## config.mk

```make
export PLATFORM = sky130hd
export DESIGN_NAME = fixed_norm_div_seq
export DESIGN_NICKNAME = d
export VERILOG_FILES = /design/src/rtl/fixed_norm_div_seq.sv
export SDC_FILE = /design/constraint.sdc
export NUM_CORES = 1
export LEC_CHECK = 0
export ABC_AREA = 1
export BUFFER_PORTS_ARGS = -buffer_cell sky130_fd_sc_hd__buf_4
export CORE_MARGIN = 5
export CORE_UTILIZATION = 55
export DETAILED_ROUTE_END_ITERATION = 8
export GPL_ROUTABILITY_DRIVEN = 0
export PLACE_DENSITY = 0.86
export SYNTH_ARGS = -nofsm -noshare
export SYNTH_HDL_FRONTEND = slang
export SYNTH_SLANG_ARGS = --single-unit
```

## constraint.sdc

```tcl
create_clock -name clk -period 3.45 [get_ports clk]
set_input_delay 0.1725 -clock clk [delete_from_list [all_inputs] [get_ports clk]]
set_output_delay 0.1725 -clock clk [all_outputs]
set_load 0.1 [all_outputs]
```

## src/rtl/fixed_norm_div_seq.sv

```systemverilog
// fixed_norm_div_seq: multi-cycle signed FixedNorm restoring divider, one quotient bit per clock
module fixed_norm_div_seq #(
    parameter int DATA_W = 16,
    parameter int FRAC_W = 14
) (
    input  logic              clk,
    input  logic              reset,
    input  logic              in_valid,
    output logic              in_ready,
    input  logic [DATA_W-1:0] in_a,
    input  logic [DATA_W-1:0] in_b,
    output logic              out_valid,
    input  logic              out_ready,
    output logic [DATA_W-1:0] out_q,
    output logic              out_sat,
    output logic              out_dbz
);
    localparam int N  = DATA_W + FRAC_W;
    localparam int CW = $clog2(N);
    localparam logic [DATA_W-1:0] POS_MAX = {1'b0, {(DATA_W-1){1'b1}}};
    localparam logic [DATA_W-1:0] NEG_MAX = {1'b1, {(DATA_W-2){1'b0}}, 1'b1};

    typedef enum logic [1:0] {IDLE, RUN, DONE} state_t;

    state_t            state, state_nx;
    logic [CW-1:0]     cnt;
    logic [N-1:0]      d, q, q_nx;
    logic [DATA_W-1:0] a_mag_in, b_mag_in, b_mag, r, r_sh, r_nx, q_mag;
    logic              sign, dbz, ge, over, accept;

    assign in_ready  = state == IDLE;
    assign out_valid = state == DONE;
    assign accept    = in_valid && in_ready;
    assign a_mag_in  = in_a[DATA_W-1] ? -in_a : in_a;
    assign b_mag_in  = in_b[DATA_W-1] ? -in_b : in_b;

    // State register
    always_ff @(posedge clk) begin
        if (reset) state <= IDLE;
        else       state <= state_nx;
    end

    // Next state: accept in IDLE, leave RUN exactly at cnt==0, hold DONE until taken
    always_comb begin
        state_nx = state;
        state_nx = state == IDLE ? (accept ? RUN : IDLE)
                 : state == RUN  ? (cnt == '0 ? DONE : RUN)
                 : (out_ready ? IDLE : DONE);
    end

    // One restoring step; the partial remainder stays below |b| so DATA_W bits hold the shifted value
    always_comb begin
        r_sh  = (r << 1) | {{(DATA_W-1){1'b0}}, d[N-1]};
        ge    = r_sh >= b_mag;
        r_nx  = ge ? r_sh - b_mag : r_sh;
        q_nx  = (q << 1) | {{(N-1){1'b0}}, ge};
        over  = dbz || (q_nx > {{FRAC_W{1'b0}}, POS_MAX});
        q_mag = q_nx[DATA_W-1:0];
    end

    // Operand capture, iteration and result registration; divide-by-zero takes a single RUN pass
    always_ff @(posedge clk) begin
        if (reset) begin
            cnt     <= '0;
            d       <= '0;
            q       <= '0;
            r       <= '0;
            b_mag   <= '0;
            sign    <= 1'b0;
            dbz     <= 1'b0;
            out_q   <= '0;
            out_sat <= 1'b0;
            out_dbz <= 1'b0;
        end else if (accept) begin
            sign    <= in_a[DATA_W-1] ^ in_b[DATA_W-1];
            b_mag   <= b_mag_in;
            d       <= {a_mag_in, {FRAC_W{1'b0}}};
            q       <= '0;
            r       <= '0;
            dbz     <= in_b == '0;
            cnt     <= in_b == '0 ? '0 : CW'(N-1);
            out_sat <= 1'b0;
            out_dbz <= 1'b0;
        end else if (state == RUN) begin
            d <= d << 1;
            r <= r_nx;
            q <= q_nx;
            if (cnt == '0) begin
                out_q   <= over ? (sign ? NEG_MAX : POS_MAX) : (sign ? -q_mag : q_mag);
                out_sat <= over;
                out_dbz <= dbz;
            end else begin
                cnt <= cnt - 1'b1;
            end
        end
    end
endmodule
```

# Word-level counts from Yosys, hierarchy flattened
# Index checks and enable logic that the tools add are counted.
totals:
  out_inout_bits: 20
  reg_bits: 103
  ram_bits: 0
  mem_bits_ro: 0
  n_memories: 0
  inputBits: 36
  latchBits: 0
classes:
  shifts: 0
  div_mod_pow: 0
  addsub: 5
  n_eq_ne: 3
  bitwise_logic: 4
  magnitude_cmp: 2
  n_mul: 0
  reduce_logical: 10
  muxes: 17
ops:
  columns: ["op", "count"]
  rows:
  - ["$mux 16", 5]
  - ["$mux 30", 2]
  - ["$neg 16->16", 3]
  - ["$gt 30x15->1 const B", 1]
  - ["$or 30x1->30", 1]
  - ["$mux 5", 4]
  - ["$ge 16x16->1", 1]
  - ["$logic_not 16->1", 1]
  - ["$or 16x1->16", 1]
  - ["$mux 15", 1]
  - ["$sub 15x15->15", 1]
  - ["$mux 2", 4]
  - ["$logic_not 5->1", 1]
  - ["$sub 5x1->5 const B", 1]
  - ["$reduce_and 2->1", 2]
  - ["$reduce_and 3->1", 1]
  - ["$eq 2x1->1 const B", 1]
  - ["$eq 2x2->1 const B", 1]
  - ["$logic_not 2->1", 1]
  - ["$ne 2x2->1 const B", 1]
  - ["$reduce_bool 2->1", 1]
  - ["$reduce_or 2->1", 1]
  - ["$logic_and 1x1->1", 1]
  - ["$logic_or 1x1->1", 1]
  - ["3 further kinds", 3]

# Depth between registers and ports, before layout
# Gate-level depths: netlist (run 1).
logic_depth:
  word_depth: 6
  mapped_depth: 20
  depth_no_buf: 20

# Worst setup path after synthesis (run 1)
# Ideal clock, no wire load.
synth_path:
  kind: "flip-flop to flip-flop"
  from: "reg d[29]"
  to: "reg out_q[14]"
  synth_period_minus_slack_ps: 2455
  setup_time_ps: 119
  stages_incl_launch_ff: 20
  arrival_ps: 2336
  setup_slack_ps: 995
  path_buffers: 0
  cell_sequence: "dfxtp_1 > inv_1 > ha_1 > fa_1 > inv_1 > nand3_1 > nand2_2 > nand2_2 > nand3_2 > nand2_4 > nand2_8 > inv_1 > ha_1 > nand3_1 > nor3_2 > nand3_1 > o21ai_1 > xor2_1 > nor2_1 > nor2_1"
synth_via:
  elab_chain_cells: 6
  word_cells_on_any_way: 8
  classes_between: "1 x add/sub; 2 x order compare; 2 x mux; 2 x bitwise; 1 x reduce/logical"
synth_lines:
  columns: ["element", "line", "source"]
  rows:
  - ["start, declared", "27", "logic [N-1:0] d, q, q_nx;"]
  - ["start signal, assigned", "77", "d <= {a_mag_in, {FRAC_W{1'b0}}};"]
  - ["start signal, assigned", "85", "d <= d << 1;"]
  - ["$or 16x1->16 *", "53", "r_sh = (r << 1) | {{(DATA_W-1){1'b0}}, d[N-1]};"]
  - ["$ge 16x16->1 *", "54", "ge = r_sh >= b_mag;"]
  - ["net ge", "29", "logic sign, dbz, ge, over, accept;"]
  - ["$or 30x1->30 *", "56", "q_nx = (q << 1) | {{(N-1){1'b0}}, ge};"]
  - ["$gt 30x15->1 or $neg 16->16 (tied branches)", "57, 89", null]
  - ["$logic_or 1x1->1 or $mux 16 (tied branches)", "57, 89", null]
  - ["$mux 16 *", "89", "out_q <= over ? (sign ? NEG_MAX : POS_MAX) : (sign ? -q_mag : q_mag);"]
  - ["end signal, assigned", "89", null]
  - ["end, declared", "14", "output logic [DATA_W-1:0] out_q,"]
# Mark *: on every way through the listed nets, which the timed path passes. The rest lies on a longest branch.
# A chain may end at the register's enable or synchronous reset.

# Worst setup path in the final report (run 1)
layout_path:
  from: "reg b_mag[9]"
  to: "reg out_q[12]"
layout_via:
  elab_chain_cells: 5
  word_cells_on_any_way: 7
  classes_between: "1 x add/sub; 2 x order compare; 2 x mux; 1 x bitwise; 1 x reduce/logical"
layout_lines:
  columns: ["element", "line", "source"]
  rows:
  - ["start, declared", "28", "logic [DATA_W-1:0] a_mag_in, b_mag_in, b_mag, r, r_sh, r_nx, q_mag;"]
  - ["start signal, assigned", "76", "b_mag <= b_mag_in;"]
  - ["$ge 16x16->1 *", "54", null]
  - ["net ge", "29", null]
  - ["$or 30x1->30 *", "56", null]
  - ["$gt 30x15->1 or $neg 16->16 (tied branches)", "57, 89", null]
  - ["$logic_or 1x1->1 or $mux 16 (tied branches)", "57, 89", null]
  - ["$mux 16 *", "89", null]
# Marks and branches as above.

==> results of run 1 <==
-- routing by layer --
metal,part of all wire,wire [um]
met3,0.046,676
met5,0,0
met1,0.44,6566
met4,0.030,442
met2,0.48,7085
-- Yosys cell counts, types with 10 or more instances --
library cell and count:
xnor2_1 13, o221ai_1 10, xor2_1 15, a21oi_1 78, nand3_1 43, inv_1 99, nand2_1 231, o21ai_0 56
dfxtp_1 103, buf_2 10, nor2_1 89, ha_1 21, clkbuf_1 18
-- power by group --
part	switching [mW]	total, mW	internal, mW
Clock	0.445	0.721	0.276
Sequential	0.0577	1.34	1.28
Combinational	0.845	1.22	0.371
-- worst max-delay path: cells and delay by family, from the launching register on --
family | cells | cell delay (ns)
AO/OA/AOI/OAI | 3 | 0.62
buffers and inverters | 3 | 0.21
flip-flops | 1 | 0.35
AND/OR/NAND/NOR | 8 | 1.14
adder cells (fa/ha/maj) | 2 | 0.55
-- logic make-up (layout without fill, tap and decap cells) --
group	count (synthesis)	count (layout)	synth area share
compound gates	194	194	0.1906
xor+xnor	28	28	0.04008
fa+ha+maj	22	22	0.04622
buf+inv	140	181	0.09489
flops	103	103	0.3370
simple gates	412	412	0.2912
-- registers in the layout (all words and copies together), names as in the netlist --
register	flops
out_q	16
r	15
q	29
b_mag	16
out_sat	1
cnt	5
state	2
dbz	1
d	16
sign	1
out_dbz	1
-- stage by stage --
| stage | cell area [sq um] | utilization | hold slack (ns) | worst slack [ns] | std cells |
|---|---|---|---|---|---|
| floorplan | 6118 | - | 0.2752 | 0.9950 | 899 |
| global placement | 6563 | 0.6027 | 0.4525 | 0.8456 | 1064 |
| detailed placement | 6563 | 0.6027 | 0.4560 | 0.5998 | 1064 |
| CTS | 6743 | 0.6193 | 0.08177 | 0.5603 | 1080 |
| global route | 6743 | 0.6193 | 0.09252 | 0.2192 | 1080 |
| finish | 6743 | 0.6193 | 0.08391 | 0.5283 | 1080 |
-- layout make-up --
type	count	area (sq um)
well taps	140	175.2
multi-input cells	656	3476
repair buffers	59	442.9
fillers	980	4145
clock buffers	10	127.6
clock inverters	6	52.55
flip-flops and latches	103	2062
inverters	106	406.6
-- worst paths after layout --
check                      endpoint  slack (ns)  depth (start not counted)                   from
max          out_q[12]$_SDFFE_PP0P_        0.53                         16  b_mag[9]$_SDFFE_PP0P_
min          b_mag[11]$_SDFFE_PP0P_        0.08                          3               in_b[11]
max reg2reg  out_q[12]$_SDFFE_PP0P_        0.53                         16  b_mag[9]$_SDFFE_PP0P_
min reg2reg      d[24]$_SDFFE_PP0P_        0.47                          2     d[24]$_SDFFE_PP0P_
==> key figures, run 1 <==
Outcome
  • Run status: completed

CTS
  • Resize count post-CTS: 0
  • Clk Latency, worst-skew pair: 0.39 ns
  • TritonCTS clock tree: done
  • Htree depth: 3
  • Number of CTS-inserted buffers: 9
  • CTS sink cnt: 103
  • Postcts setup bufs: 0
  • Clk pin slew, worst setup/hold paths: 0.10 ns
  • Hold buffers post-CTS: 0
  • Clk root buf: clkbuf_8
  • Clk buf depth: 2

GRT
  • Initial antenna violation count: 0
  • Total track usage: 0.2255
  • Met1 Usage GRT: 0.2868
  • Global-route wire length before repair: 24.56 mm
  • Met3 Resource Use GR: 0.04856
  • Largest net degree at the start of global routing: 47
  • Total grt overflow: 0
  • Number of global-route vias before repair: 5,486
  • Top Usage Layer GRT: met2
  • Routing usage on met2: 0.3723

Timing
  • Fin Setup TNS: 0 ns
  • Final setup vio count: 0
  • Final Max Tran Viols: 0
  • Setup Skew: 0.01407 ns
  • Slew @ Worst Pin: 0.6544 ns
  • Maximum clock rate: 0.3423 GHz
  • Final Hold Viols: 0
  • Min Tclk post-route: 2.922 ns
  • Unrepaired setup endpoints after global routing: false
  • Max_slew headroom: 0.5631
  • Final Cycle Share: 0.8469

Routing
  • DRC: 0
  • DRT iter0 DRCs: 389
  • Final WL: 14.77 mm
  • DRT Pass-1 Iters: 6
  • Average wire per standard cell: 13.68 um
  • Post-DRT Antenna Nets: 0
  • DR vias/cell: 5.492
  • Via count: 5,931

Setup path
  • CP Data Required Time: 3.79 ns
  • Worst path max stage delay: 0.35 ns
  • Crit-path most repeated cell: inv_1
  • Largest fanout on the critical path: 8
  • Cells along the critical path: inv_1, ha_1, a21oi_2, nor2_2, nor2_4, nand2_8, inv_1, ha_1, nand3_1, nor3_2, nand4_1, o21ai_0, o21ai_0, nand3_1, nand2_1, inv_1
  • CP Capture Type: flip-flop
  • Crit path kind: reg2reg
  • Critical Path Slowest Stage Cell: dfxtp_1
  • CP Launch Type: flip-flop
  • CP arrival: 3.26 ns

Final layout
  • Final nets: 993
  • Layout cells sized above 1: 0.1287
  • Commonest non-fill, non-tap cell in the layout: nand2_1
  • N_diodes: 0
  • Commonest cells after routing, fill and taps aside: 231 x nand2_1, 103 x dfxtp_1, 99 x inv_1
  • Area growth syn-to-layout: 10.20%

Floorplanning
  • Die Wd: 115.5 um
  • Site Rows: 38
  • Die Y: 115.5 um
  • Total die area: 0.01333 sq mm
  • I/O Pins: 56
  • Initial core utilization: 0.5619
  • Core footprint: 0.01089 sq mm

Pwr
  • Peak supply drop: 394.6 uV
  • Total power: 3.272 mW
  • Leakage: 3.055 nW
  • Pwr Density: 485.3 mW/mm^2

Yosys
  • Syn Area/Cell: 6.806 sq um
  • Mapped Nets: 957
  • Synthesized cell area: 0.006118 sq mm
  • Number of synthesized flops with an enable pin: 0
  • Ys async rst share: 0
  • Post-synthesis sequential area ratio: 0.3370
  • Cells after Synth: 899
  • Most area-consuming cells after synthesis: dfxtp_1 34%, nand2_1 14%, a21oi_1 6.4%
  • Netlist cell types: 49
  • Yosys Warn Count: 0
  • Top-area cell type share of the netlist area: 0.3370
  • Area leader, netlist: dfxtp_1
  • Post-synth top flop: dfxtp_1
  • Yosys reg bits: 103

Placement
  • Hpwl dp: 10.62 mm
  • Number of port buffers: 55

Worst hold path
  • Hold Crit Class: in2reg

Run
  • Max-Cap Viols: 0
Note: power is estimated with default switching activity, not from simulation.
==> run 2: changes to the inputs <==
--- a/config.mk
+++ b/config.mk
@@ -8,10 +8,10 @@
 export ABC_AREA = 1
 export BUFFER_PORTS_ARGS = -buffer_cell sky130_fd_sc_hd__buf_4
 export CORE_MARGIN = 5
-export CORE_UTILIZATION = 55
+export CORE_UTILIZATION = 54
 export DETAILED_ROUTE_END_ITERATION = 8
 export GPL_ROUTABILITY_DRIVEN = 0
-export PLACE_DENSITY = 0.86
+export PLACE_DENSITY = 0.87
 export SYNTH_ARGS = -nofsm -noshare
 export SYNTH_HDL_FRONTEND = slang
 export SYNTH_SLANG_ARGS = --single-unit
==> constraint.sdc (replaced) <==
create_clock -name clk -period 2.5 [get_ports clk]
set_input_delay 0.125 -clock clk [delete_from_list [all_inputs] [get_ports clk]]
set_output_delay 0.125 -clock clk [all_outputs]
set_load 0.1 [all_outputs]
==> run 2 against run 1 <==
Against the previous run: clock power grew 93%; critical path depth is 1 higher; design area increased by 7.3%; critical path type unchanged; largest cell class unchanged; largest power group is now combinational cells.
==> key figures, run 2 (same netlist as run 1, synthesis figures left out) <==
Outcome
  • Run status: completed

Pwr
  • Share of power burned in registers: 0.355 (-0.053)
  • Peak supply drop: 502.1 uV (+27%)
  • Pwr Density: 716.1 mW/mm^2 (+48%)
  • Net load switching power: 2.038 mW (+51%)
  • Switching part of the total: 0.3935 (-0.01833)
  • Leakage: 3.261 nW (+6.8%)
  • Comb pwr share: 0.376 (+0.004)
  • Clk network pwr share: 0.268 (+0.048)
  • Pint: 3.141 mW (+63%)

Setup path
  • Largest fanout on the critical path: 4 (-4)
  • CP Launch Type: flip-flop
  • Worst path max stage delay: 0.35 ns (about the same)
  • Worst path depth: 17 (+1)
  • Crit path kind: reg2reg
  • WP buf/inv: 2 (-1)
  • Critical Path Slowest Stage Cell: ha_1
  • CP arrival: 2.71 ns (-0.55 ns)
  • Register-to-Register Path Depth: 17 (+1)
  • CP Capture Type: flip-flop
  • Crit-path most repeated cell: nor2_1
  • CP Data Required Time: 2.80 ns (-0.99 ns)
  • Cells along the critical path: inv_1, ha_1, nand2_1, nor2_1, nand2_1, nand3_2, nand2_4, nand2_8, clkinv_4, ha_4, nand3_4, nor3_4, nand3_2, o21ai_2, xor2_1, nor2_1, nor2_1
  • CP top delay family: simple AND/OR/NAND/NOR gates

Final layout
  • Area growth syn-to-layout: 18.20%
  • Biggest register: q
  • N_diodes: 0 (unchanged)
  • Final nets: 1,021 (+2.8%)
  • Commonest cells after routing, fill and taps aside: 226 x nand2_1, 100 x dfxtp_1, 96 x inv_1
  • Fin area: 0.007232 sq mm (+7.3%)
  • Fin cells: 1,108 (+2.6%)
  • Fill cells: 900 (-8.2%)
  • Commonest non-fill, non-tap cell in the layout: nand2_1
  • Layout cells sized above 1: 0.1839 (+0.05516)
  • Number of flip-flops in the largest register: 29 (unchanged)

Routing
  • DRT Pass-1 Iters: 5 (-1)
  • Final WL: 16.11 mm (+9.1%)
  • Via count: 6,232 (+5.1%)
  • Average wire per standard cell: 14.54 um (+6.3%)
  • Post-DRT Antenna Nets: 0 (unchanged)
  • DRC: 0 (unchanged)
  • DR vias/cell: 5.625 (+2.4%)
  • DRT iter0 DRCs: 431 (+11%)

Timing
  • Final setup vio count: 0 (unchanged)
  • Fin Setup TNS: 0 ns (unchanged)
  • Final hold slack: 0.05968 ns (-0.02423 ns)
  • Max_slew headroom: 0.5354 (-0.02777)
  • Setup Skew: 0.009885 ns (-0.004187 ns)
  • Final Hold Viols: 0 (unchanged)
  • Slew @ Worst Pin: 0.6960 ns (+0.04160 ns)
  • Final Cycle Share: 0.9639 (+0.1171)
  • Min Tclk post-route: 2.410 ns (-0.5118 ns)
  • Final Max Tran Viols: 0 (unchanged)
  • Maximum clock rate: 0.4150 GHz (+21%)
  • Final Worst Setup Slack: 0.09013 ns (-0.4382 ns)
  • Unrepaired setup endpoints after global routing: true

Placement
  • Hpwl dp: 10.91 mm (+2.7%)
  • Place WS: -0.01578 ns (-0.6156 ns)
  • Cells after DPL: 1,087 (+2.2%)
  • Number of port buffers: 55 (unchanged)
  • Dpl cell area: 0.006735 sq mm (+2.6%)

Floorplanning
  • Total die area: 0.01356 sq mm (+1.7%)
  • I/O Pins: 56 (unchanged)
  • Initial core utilization: 0.5571 (-0.004865)
  • Die Wd: 116.4 um (+0.84%)
  • Core footprint: 0.01098 sq mm (+0.87%)
  • Die Y: 116.4 um (+0.84%)
  • Site Rows: 38 (unchanged)

Worst hold path
  • Hold depth: 3 (unchanged)
  • Hold Crit Class: in2reg

CTS
  • CTS sink cnt: 103 (unchanged)
  • TritonCTS clock tree: done
  • Htree depth: 3 (unchanged)
  • Number of CTS-inserted buffers: 9 (unchanged)
  • Clk Latency, worst-skew pair: 0.36 ns (-0.03 ns)
  • Clk root buf: clkbuf_16
  • Clk pin slew, worst setup/hold paths: 0.08 ns (-0.02 ns)
  • Clk buf depth: 2 (unchanged)

GRT
  • Total grt overflow: 0 (unchanged)
  • Global-route wire length before repair: 26.15 mm (+6.5%)
  • Top Usage Layer GRT: met2
  • Met3 Resource Use GR: 0.03990 (-0.008668)
  • Number of global-route vias before repair: 5,721 (+4.3%)
  • Largest net degree at the start of global routing: 44 (-6.4%)
  • Routing usage on met2: 0.3993 (+0.02701)
  • Initial antenna violation count: 0 (unchanged)
  • Total track usage: 0.2386 (+0.01316)
  • Met1 Usage GRT: 0.3053 (+0.01856)

Run
  • Max-Cap Viols: 0 (unchanged)
-- run 2: cell types whose count changed in the layout (fill, tap and decap cells not counted), moves of 3 or more --
cell       previous run  this run
clkbuf_16             0         9
inv_1                99        96
ha_4                  0         8
clkbuf_8              9         0
buf_4                59        87
nand3_1              43        40
nand2_1             231       226
dfxtp_1             103       100
o21ai_0              56        53
nand2_2               6        11
dfxtp_2               0         3
ha_1                 21        12
-- run 2: timing repair --
action / 4_1_cts / 5_1_grt
hold buffers: 0 / 0
buffers inserted: 1 / 4
gates cloned: 0 / 0
pin swaps: 6 / 14
endpoints found under the setup margin: 4 / 8
resized for setup: 12 / 26
-- run 2: metrics by stage --
stage,utilization,power [mW]
floorplan,-,3.192
global placement,0.6132,3.601
detailed placement,0.6132,3.635
CTS,0.6456,5.066
global route,0.6585,5.452
finish,0.6585,5.179
-- run 2: power by group through the flow --
stage	combinational, mW	sequential (mW)	clock [mW]
finish	1.95	1.84	1.39
global route	2.11	1.85	1.49
CTS	1.83	1.83	1.40
detailed placement	1.77	1.87	0
global placement	1.73	1.87	0
floorplan	1.10	2.09	0
-- run 2: per-layer routing --
layer	routed length (um)	vias to the layer above
li1	-	3067
met1	6768	2888
met2	7878	224
met3	934	53
met4	528	0
met5	0	-
-- run 2: worst paths after layout --
path,from,endpoint,slack (ns)
min reg2reg,d[26]$_SDFFE_PP0P_,d[26]$_SDFFE_PP0P_,0.47
max reg2reg,b_mag[2]$_SDFFE_PP0P_,out_q[14]$_SDFFE_PP0P_,0.09
max,b_mag[2]$_SDFFE_PP0P_,out_q[14]$_SDFFE_PP0P_,0.09
min,in_b[8],b_mag[8]$_SDFFE_PP0P_,0.06
-- run 2: final cells by class --
| class | count | area, sq um | area share |
|---|---|---|---|
| Tap cell | 140 | 175.2 | 0.02422 |
| Inverter | 106 | 411.6 | 0.05692 |
| Timing Repair Buffer | 87 | 653.1 | 0.09031 |
| Clock buffer | 9 | 225.2 | 0.03114 |
| Sequential cell | 103 | 2066 | 0.2856 |
| Multi-Input combinational cell | 656 | 3637 | 0.5029 |
| Clock inverter | 7 | 63.81 | 0.008824 |
-- run 2: worst reg2reg max path, stage by stage, from the launching register on --
cell and delay (ns):
dfxtp_1 0.31, inv_1 0.05, ha_1 0.36, nand2_1 0.12
nor2_1 0.07, nand2_1 0.10, nand3_2 0.10, nand2_4 0.10
nand2_8 0.06, clkinv_4 0.05, ha_4 0.14, nand3_4 0.08
nor3_4 0.22, nand3_2 0.13, o21ai_2 0.16, xor2_1 0.16
nor2_1 0.07, nor2_1 0.09
